[config.mk]
export PLATFORM = sky130hd
export DESIGN_NAME = vga_mode_sequencer_flat
export DESIGN_NICKNAME = d
export VERILOG_FILES = /design/src/rtl/vga_mode_sequencer_if.sv /design/src/rtl/vga_mode_sequencer.sv /design/src/flat_wrapper.sv
export SDC_FILE = /design/constraint.sdc
export NUM_CORES = 1
export LEC_CHECK = 0
export BUFFER_PORTS_ARGS = -buffer_cell sky130_fd_sc_hd__buf_4
export CORE_MARGIN = 1
export CORE_UTILIZATION = 54
export DETAILED_ROUTE_END_ITERATION = 6
export GPL_TIMING_DRIVEN = 0
export PLACE_DENSITY = 0.81
export SYNTH_ARGS = -nofsm -noshare
export SYNTH_HDL_FRONTEND = slang
export SYNTH_SLANG_ARGS = --single-unit
[constraint.sdc]
create_clock -name CLOCK_25 -period 1.8 [get_ports CLOCK_25]
set_clock_uncertainty 0.2 [all_clocks]
set_input_delay 0.36 -clock CLOCK_25 [delete_from_list [all_inputs] [get_ports CLOCK_25]]
set_output_delay 0.36 -clock CLOCK_25 [all_outputs]
set_load 0.1 [all_outputs]
[src/rtl/vga_mode_sequencer_if.sv]
// Mode-switch handshake between board switch, timing generators and sequencer.
// master is the sequencer side; slave is the board/generator side.
interface vga_mode_sequencer_if;
    logic choose_vga_mode;
    logic frame_end;
    logic mode_sel;
    logic timing_rst;
    logic blank;
    logic busy;
    logic timeout_seen;

    modport master (
        input  choose_vga_mode,
        input  frame_end,
        output mode_sel,
        output timing_rst,
        output blank,
        output busy,
        output timeout_seen
    );

    modport slave (
        output choose_vga_mode,
        output frame_end,
        input  mode_sel,
        input  timing_rst,
        input  blank,
        input  busy,
        input  timeout_seen
    );
endinterface

[src/rtl/vga_mode_sequencer.sv]
// Glitch-free VGA resolution switch sequencer: debounce, frame-align, reset, settle.
// Optional frame watchdog enabled by defining VGA_MODE_SEQ_TIMEOUT_EN.
module vga_mode_sequencer #(
    parameter int DEBOUNCE_CYCLES = 250000,
    parameter int RST_CYCLES      = 16,
    parameter int SETTLE_FRAMES   = 2,
    parameter int FRAME_TIMEOUT   = 1000000
) (
    input logic CLOCK_25,
    input logic reset_n,
    vga_mode_sequencer_if.master bus
);
    localparam int DW = $clog2(DEBOUNCE_CYCLES + 1);
    localparam int CW = $clog2(RST_CYCLES + SETTLE_FRAMES + 1);

    typedef enum logic [1:0] {
        RUN,
        WAIT_FRAME,
        HOLD,
        SETTLE
    } state_e;

    state_e        state_q;
    logic          sync1_q;
    logic          sync2_q;
    logic          stable_q;
    logic          stable_d;
    logic [DW-1:0] deb_q;
    logic [DW-1:0] deb_d;
    logic [CW-1:0] cnt_q;
    logic          mode_sel_q;
    logic          trst_q;
    logic          blank_q;
    logic          busy_q;
    logic          fe_eff;

    always_comb begin
        stable_d = stable_q;
        deb_d    = '0;
        if (sync2_q != stable_q) begin
            if (deb_q == DW'(DEBOUNCE_CYCLES - 1)) begin
                stable_d = sync2_q;
            end else begin
                deb_d = deb_q + 1'b1;
            end
        end
    end

    always_ff @(posedge CLOCK_25 or negedge reset_n) begin
        if (!reset_n) begin
            sync1_q  <= 1'b0;
            sync2_q  <= 1'b0;
            stable_q <= 1'b0;
            deb_q    <= '0;
        end else begin
            sync1_q  <= bus.choose_vga_mode;
            sync2_q  <= sync1_q;
            stable_q <= stable_d;
            deb_q    <= deb_d;
        end
    end

    always_ff @(posedge CLOCK_25 or negedge reset_n) begin
        if (!reset_n) begin
            state_q    <= HOLD;
            cnt_q      <= '0;
            mode_sel_q <= 1'b0;
            trst_q     <= 1'b1;
            blank_q    <= 1'b1;
            busy_q     <= 1'b1;
        end else begin
            unique case (state_q)
                RUN: begin
                    if (stable_q != mode_sel_q) begin
                        state_q <= WAIT_FRAME;
                        cnt_q   <= '0;
                        busy_q  <= 1'b1;
                    end
                end
                WAIT_FRAME: begin
                    // A revert after debounce cancels before any blanking
                    if (stable_q == mode_sel_q) begin
                        state_q <= RUN;
                        cnt_q   <= '0;
                        busy_q  <= 1'b0;
                    end else if (fe_eff) begin
                        state_q    <= HOLD;
                        cnt_q      <= '0;
                        mode_sel_q <= stable_q;
                        trst_q     <= 1'b1;
                        blank_q    <= 1'b1;
                    end
                end
                HOLD: begin
                    if (cnt_q == CW'(RST_CYCLES - 1)) begin
                        state_q <= SETTLE;
                        cnt_q   <= '0;
                        trst_q  <= 1'b0;
                    end else begin
                        cnt_q <= cnt_q + 1'b1;
                    end
                end
                SETTLE: begin
                    if (fe_eff) begin
                        if (cnt_q == CW'(SETTLE_FRAMES - 1)) begin
                            state_q <= RUN;
                            cnt_q   <= '0;
                            blank_q <= 1'b0;
                            busy_q  <= 1'b0;
                        end else begin
                            cnt_q <= cnt_q + 1'b1;
                        end
                    end
                end
                default: begin
                    state_q <= HOLD;
                    cnt_q   <= '0;
                end
            endcase
        end
    end

`ifdef VGA_MODE_SEQ_TIMEOUT_EN
    localparam int WW = $clog2(FRAME_TIMEOUT + 1);

    logic [WW-1:0] wd_q;
    logic          to_q;
    logic          wd_on;
    logic          wd_tick;

    assign wd_on   = (state_q == WAIT_FRAME) || (state_q == SETTLE);
    assign wd_tick = wd_on && (wd_q == WW'(FRAME_TIMEOUT - 1));
    assign fe_eff  = bus.frame_end | wd_tick;

    always_ff @(posedge CLOCK_25 or negedge reset_n) begin
        if (!reset_n) begin
            wd_q <= '0;
            to_q <= 1'b0;
        end else begin
            if (!wd_on || bus.frame_end || wd_tick) begin
                wd_q <= '0;
            end else begin
                wd_q <= wd_q + 1'b1;
            end
            if (wd_tick) begin
                to_q <= 1'b1;
            end
        end
    end

    assign bus.timeout_seen = to_q;
`else
    logic unused_timeout;

    assign unused_timeout   = ^FRAME_TIMEOUT;
    assign fe_eff           = bus.frame_end;
    assign bus.timeout_seen = 1'b0;
`endif

    assign bus.mode_sel   = mode_sel_q;
    assign bus.timing_rst = trst_q;
    assign bus.blank      = blank_q;
    assign bus.busy       = busy_q;
endmodule

[src/flat_wrapper.sv]
// flat-port wrapper written by rule: the top's interface ports become plain ports
module vga_mode_sequencer_flat 
#(
    parameter int DEBOUNCE_CYCLES = 250000,
    parameter int RST_CYCLES      = 16,
    parameter int SETTLE_FRAMES   = 2,
    parameter int FRAME_TIMEOUT   = 1000000
)
  (CLOCK_25, reset_n, bus_choose_vga_mode, bus_frame_end, bus_mode_sel, bus_timing_rst, bus_blank, bus_busy, bus_timeout_seen);
  vga_mode_sequencer_if bus_i ();
  input logic CLOCK_25;
  input logic reset_n;
  input wire logic [$bits(bus_i.choose_vga_mode)-1:0] bus_choose_vga_mode;
  input wire logic [$bits(bus_i.frame_end)-1:0] bus_frame_end;
  output wire logic [$bits(bus_i.mode_sel)-1:0] bus_mode_sel;
  output wire logic [$bits(bus_i.timing_rst)-1:0] bus_timing_rst;
  output wire logic [$bits(bus_i.blank)-1:0] bus_blank;
  output wire logic [$bits(bus_i.busy)-1:0] bus_busy;
  output wire logic [$bits(bus_i.timeout_seen)-1:0] bus_timeout_seen;
  assign bus_i.choose_vga_mode = bus_choose_vga_mode;
  assign bus_i.frame_end = bus_frame_end;
  assign bus_mode_sel = bus_i.mode_sel;
  assign bus_timing_rst = bus_i.timing_rst;
  assign bus_blank = bus_i.blank;
  assign bus_busy = bus_i.busy;
  assign bus_timeout_seen = bus_i.timeout_seen;
  vga_mode_sequencer #(.DEBOUNCE_CYCLES(DEBOUNCE_CYCLES), .RST_CYCLES(RST_CYCLES), .SETTLE_FRAMES(SETTLE_FRAMES), .FRAME_TIMEOUT(FRAME_TIMEOUT)) u_core (.CLOCK_25(CLOCK_25), .reset_n(reset_n), .bus(bus_i));
endmodule
* After elaboration in Yosys (flattened, before gate mapping)
Index checks and enable logic that the tools add are counted.
Word-level totals: output and inout port bits 5, word-level logic and storage cells 67, register bits after elaboration 32, input port bits 4
Cells by class: bitwise logic cells 1, reduce and logical (&&, ||, !) cells 11, mux-type cells 26, eq/ne operators 17, add/sub/neg operators 2
Operator list (count):
- 2-to-1 mux 18 bit | 2
- 2-to-1 mux 5 bit | 6
- case mux 5 bit (4 select lines) | 1
- adder 18 x 1 -> 18 bit (second input constant) | 1
- == test 18 bit (second input constant) | 1
- AND reduction 5 bit | 3
- 2-to-1 mux 2 bit | 6
- inequality test 2 x 1 -> 1 bit (second input constant) | 4
- case mux 2 bit (4 select lines) | 1
- 2-to-1 mux 1 bit | 7
- inequality test 2 bit (second input constant) | 3
- AND reduction 3 bit | 2
- adder 5 x 1 -> 5 bit (second input constant) | 1
- == test 5 x 1 -> 1 bit (second input constant) | 1
- == test 5 x 4 -> 1 bit (second input constant) | 1
- == test 2 bit (second input constant) | 2
- case mux 1 bit (2 select lines) | 2
- AND reduction 4 bit | 1
- nonzero test 2 bit | 2
- inequality test 3 x 2 -> 1 bit (second input constant) | 1
- case mux 1 bit (3 select lines) | 1
- nonzero test 3 bit | 1
- == test 2 x 1 -> 1 bit (second input constant) | 1
- logical NOT 2 bit | 1
- other kinds (4) | 5

* Logic depth before layout (Yosys ltp)
depth after elaboration 4, mapped depth 8, depth with buffers taken out 8

* Worst setup path before layout
OpenSTA, ideal clock, no wires.
path kind register to register, start point register u_core.mode_sel_q, in the netlist u_core.bus.mode_sel, end point register u_core.cnt_q[1], setup slack -0.521 ns, data required time 1.475 ns, library setup time 0.125 ns, path buffers 0, arrival time 1.997 ns, stages on the path, launching flop included 5, period minus slack after synthesis 2.321 ns, cells stage by stage dfrtp_1 > xor2_1 > or2_2 > o21ai_1 > mux2_2
On the way: cells in the longest elaborated chain, start to end 3, elaborated cells between the ends (all ways) 7, classes of those cells eq/ne: 4; mux: 2; reduce/logical: 1
Ends and longest elaborated chain:
- start, declared | line vga_mode_sequencer.sv:31 | logic mode_sel_q;
- start signal, assigned | line vga_mode_sequencer.sv:89 | mode_sel_q <= stable_q;
- == test 1 bit / inequality test 1 bit (equally long branches) | line vga_mode_sequencer.sv:82, vga_mode_sequencer.sv:74
- 2-to-1 mux 5 bit (tied with other cells) | line vga_mode_sequencer.sv:82 | if (stable_q == mode_sel_q) begin
- case mux 5 bit (4 select lines) / AND reduction 3 bit (equally long branches)
- end signal, assigned | line vga_mode_sequencer.sv:100 | cnt_q <= cnt_q + 1'b1;
- end signal, assigned | line vga_mode_sequencer.sv:111 | cnt_q <= cnt_q + 1'b1;
- end, declared | line vga_mode_sequencer.sv:30 | logic [CW-1:0] cnt_q;
Parallel ways exist; a longest one is shown, timed or not. A chain may end at the register's enable or synchronous reset.

* Final worst setup path
start point register u_core.deb_q[13], end point register u_core.deb_q[15]
On the way: cells in the longest elaborated chain, start to end 3, elaborated cells between the ends (all ways) 4, classes of those cells add/sub: 1; eq/ne: 1; mux: 2
Ends and longest elaborated chain:
- start, declared | line vga_mode_sequencer.sv:28 | logic [DW-1:0] deb_q;
- start signal, assigned | line vga_mode_sequencer.sv:54 | deb_q <= '0;
- start signal, assigned | line vga_mode_sequencer.sv:59 | deb_q <= deb_d;
- adder 18 x 1 -> 18 bit / == test 18 bit (equally long branches) | line vga_mode_sequencer.sv:44, vga_mode_sequencer.sv:41
- 2-to-1 mux 18 bit (*) | line vga_mode_sequencer.sv:41 | if (deb_q == DW'(DEBOUNCE_CYCLES - 1)) begin
- 2-to-1 mux 18 bit (*) | line vga_mode_sequencer.sv:40 | if (sync2_q != stable_q) begin
- named net u_core.deb_d[15] | line vga_mode_sequencer.sv:29 | logic [DW-1:0] deb_d;
Mark *: on every way through the listed nets, which the timed path passes. The rest lies on a longest branch.

==> reports/qor.json <==
{
  "run_status": "complete, but fails checks",
  "violated_checks": "design-rule violations, negative setup slack",
  "drcViolationCount": 1,
  "swShare_pct": 24.52,
  "layout.nets": 216,
  "crit-reg2reg-launch": "u_core.deb_q[13]$_DFF_PN0_",
  "cellPowerDensity_mw_per_mm2": 554.4,
  "slowest_stage": "or4_4",
  "timing.final.ws_setup_ns": -0.1441,
  "post_synth.cell_area_avg_um2": 10.17,
  "final_core_util_pct": 82.76,
  "insertion_delay_ns": 0.35,
  "timing.final.crit_share_pct": 108.0,
  "drtIter0Drc": 77,
  "ios": 9,
  "synth_ff_type": "dfrtp_1",
  "htree_num_levels": 2,
  "crit_path_end_kind": "flip-flop",
  "synth_enable_flop_cells": 0,
  "cts_tree": "yes",
  "critical_path_peak_fanout": 4,
  "critPathMaxStageDelay_ns": 0.55,
  "wire_length_of_the_first_global_routing_pass_um": 7527,
  "design.die.area_mm2": 0.003334,
  "std_cell_rows": 19,
  "vias_per_cell": 6.100,
  "synth_async_sr_flop_share_pct": 100.0,
  "placement.io_buffers": 6,
  "post_drt_wl_per_cell_um": 20.00,
  "clock-root-buffer": "clkbuf_4",
  "finalHoldViolations": 0,
  "dpl.hpwl_um": 2319,
  "p_sw_w": 0.0003210,
  "cts_made_buffers": 5,
  "synthesized_cell_area_mm2": 0.001678,
  "crit_buf_inv": 0,
  "p_leak_nw": 0.9600,
  "cp_cell_sequence": "nand4_1 > or4_4 > or3_4 > a21oi_2",
  "crit_path_start": "u_core.deb_q[13]$_DFF_PN0_",
  "yosys_register_bits": 32,
  "ir_drop_v": 0.0004158,
  "dr_total_vias": 1458,
  "yosys-top-cells-area": "dfrtp_1 (42%), dfstp_2 (6.3%), xnor2_1 (6.3%), nor2_1 (4.7%), ha_1 (3.7%)",
  "layout-drive-gt1-share_pct": 50.00,
  "power.sequential.fraction_pct": 56.4,
  "timing.critical_path.required_ns": 1.87,
  "synth_top_cell_by_area": "dfrtp_1",
  "n_antenna_cell": 0,
  "grt_max_degree": 33,
  "grt_pass1_vias": 1530,
  "internal_power_w": 0.0009880,
  "worst_setup_path_endpoint": "u_core.deb_q[15]$_DFF_PN0_",
  "cp_top_family": "simple AND/OR/NAND/NOR gates",
  "clkSlewWorstSetupHoldPaths_ns": 0.11,
  "syn_nets": 174,
  "worst-setup-path-type": "reg -> reg",
  "drt-pass1-iter-count": 6,
  "fmax_mhz": 514.4,
  "synthesis.instances": 165,
  "drtAntennaViolNets": 0,
  "path_depth": 4,
  "grt.overflow.total": 0,
  "timing.hold.worst.class": "reg -> reg",
  "gp_routability_congestion": 0.8098,
  "rsz0062_at_grt": "true",
  "cts-root-to-sink-buffers": 2,
  "min_period_ns": 1.944,
  "reg2reg_slack_ns": -0.14,
  "synth.top_cell.area_share_pct": 41.76,
  "core_region_area_mm2": 0.002853,
  "worst_r2r_endpoint": "u_core.deb_q[15]$_DFF_PN0_",
  "finalMaxSlewViolations": 0,
  "gr-usage-all-layers_pct": 30.58,
  "synth_cell_types": 47,
  "clock_sinks": 32,
  "worst_ep_arrival_time_ns": 2.01,
  "synth_warnings": 0,
  "worst_setup_path_start_kind": "flip-flop",
  "drv.max_cap_violation_count": 0,
  "reg2reg_depth": 4,
  "die_width_um": 57.74,
  "die_y_um": 57.74,
  "initial_utilization_pct": 58.82,
  "synth.yosys.seq_area_share_pct": 48.02,
  "antenna_found_initial": 0,
  "share_clk_of_total_power_pct": 37.1,
  "placement.setup.worst_slack_ns": -0.2792,
  "area_delta_synth_final_pct": 40.72,
  "power.combinational.fraction_pct": 6.5,
  "final_count_of_negative_setup_slack_endpoints": 24,
  "routed_wl_um": 4780,
  "fin_setup_tns_ns": -2.075
}
-- cells in the final DEF (no fill, tap or decap), types with 2 or more instances in the layout --
cell type and count:
nor4_1 2, nand3_4 4, dlygate4sd3_1 2, a21oi_1 7
dfrtp_1 18, mux2_4 2, nor4_4 3, clkbuf_1 3
dfrtp_2 9, nand3_1 5, xnor2_1 12, nor2_1 8
dfstp_2 4, clkbuf_4 5, nor2_2 9, o21ai_2 2
nor2_4 4, xor2_1 2, o21ai_0 2, a2111oi_2 2
buf_4 34, nor3_1 3, buf_6 2, nand2_1 6
a21o_1 2, clkbuf_8 2, nor4b_4 2, ha_4 3
ha_1 2, nand4_1 2, inv_1 9, inv_2 2
-- how the worst min path moves through the flow --
stage          slack (ns)                     endpoint  cells past startpoint                      from
2_1_floorplan       -0.14  u_core.cnt_q[0]$_DFFE_PN0P_                      0                   reset_n
3_3_place_gp         0.11    u_core.deb_q[9]$_DFF_PN0_                      1                   reset_n
3_5_place_dp         0.12    u_core.deb_q[9]$_DFF_PN0_                      1                   reset_n
4_1_cts              0.17     u_core.sync2_q$_DFF_PN0_                      0  u_core.sync1_q$_DFF_PN0_
5_1_grt              0.17     u_core.sync2_q$_DFF_PN0_                      0  u_core.sync1_q$_DFF_PN0_
6_report             0.17     u_core.sync2_q$_DFF_PN0_                      0  u_core.sync1_q$_DFF_PN0_
-- cell usage after synthesis, types with 2 or more instances --
| cell type | count |
|---|---|
| o21ai_1 | 2 |
| nor4_1 | 5 |
| ha_1 | 5 |
| a21o_1 | 2 |
| xor2_1 | 3 |
| a21oi_1 | 8 |
| clkbuf_1 | 4 |
| inv_1 | 11 |
| or3_1 | 2 |
| nor4b_1 | 2 |
| nor2_1 | 21 |
| o21ai_0 | 4 |
| mux2_2 | 3 |
| dfstp_2 | 4 |
| xnor2_1 | 12 |
| nand4_1 | 2 |
| nor3_1 | 3 |
| dfrtp_1 | 28 |
| a211oi_1 | 2 |
| nand3_1 | 8 |
| a2111oi_0 | 2 |
| nand2_1 | 7 |
-- state kept, by name, summed over array words and instances, names as in the netlist, named ones only --
register               flops
u_core.stable_q            1
u_core.sync2_q             1
u_core.bus.mode_sel        1
u_core.cnt_q               5
u_core.bus.busy            1
u_core.bus.blank           1
u_core.sync1_q             1
u_core.state_q             1
u_core.bus.timing_rst      1
u_core.deb_q              18
-- cells by family after synthesis --
kind of cell	Yosys count	synth area share [%]
xor gates and xnor gates	15	7.830
muxes	4	2.610
buffers and inverters	17	4.101
and+or+nand+nor	60	19.84
other	1	0.2235
AOI/OAI and AO/OA	31	13.65
adders and majority gates	5	3.729
DFF	32	48.02
-- worst reg2reg max path: stages (launching register included) --
cell,delay (ns)
dfrtp_1,0.47
nand4_1,0.18
or4_4,0.55
or3_4,0.34
a21oi_2,0.12
-- layout make-up --
cell class	instances	area [µm²]
repair buffers	37	294.0
multi-input cells	116	1071
inverters	11	41.29
well taps	31	38.79
flip-flops and latches	32	820.8
fillers	144	491.7
clock buffers	8	68.82
plain buffers	4	26.28
-- per-stage QoR --
stage / instance area, µm² / hold WS, ns / cells / total power [W]
after floorplan: 1740 / -0.1356 / 165 / 0.0007783
after CTS: 2228 / 0.1699 / 234 / 0.001289
after global placement: 1824 / 0.1086 / 202 / 0.0007993
final: 2361 / 0.1664 / 239 / 0.001309
after global routing: 2361 / 0.1712 / 239 / 0.001348
after detailed placement: 1824 / 0.1233 / 202 / 0.0008035
-- per-layer routing --
| layer | up-vias | part of all wire (%) | track usage (%) |
|---|---|---|---|
| met3 | 16 | 4.5 | 6.920 |
| met1 | 731 | 42 | 38.78 |
| met2 | 47 | 51 | 50.33 |
| met5 | - | 0 | 0 |
| li1 | 664 | - | - |
| met4 | 0 | 2.9 | 13.95 |
-- power by group through the flow --
stage                     Clock [W]  Combinational (W)  Sequential (W)
after floorplan                   0          0.0000326        0.000746
after global placement            0          0.0000532        0.000746
after detailed placement          0          0.0000564        0.000747
after CTS                  0.000482          0.0000702        0.000736
after global routing       0.000517          0.0000914        0.000739
final                      0.000485          0.0000852        0.000739
-- timing repair --
action / CTS / global route
gates resized for setup: 30 / 29
pin swaps: 21 / 17
hold buffers: 2 / 0
endpoints found under the hold margin: 29 / 0
setup buffers: 24 / 4
endpoints found under the setup margin: 26 / 27
cloned: 0 / 1
(Power assumes the default switching activity.)
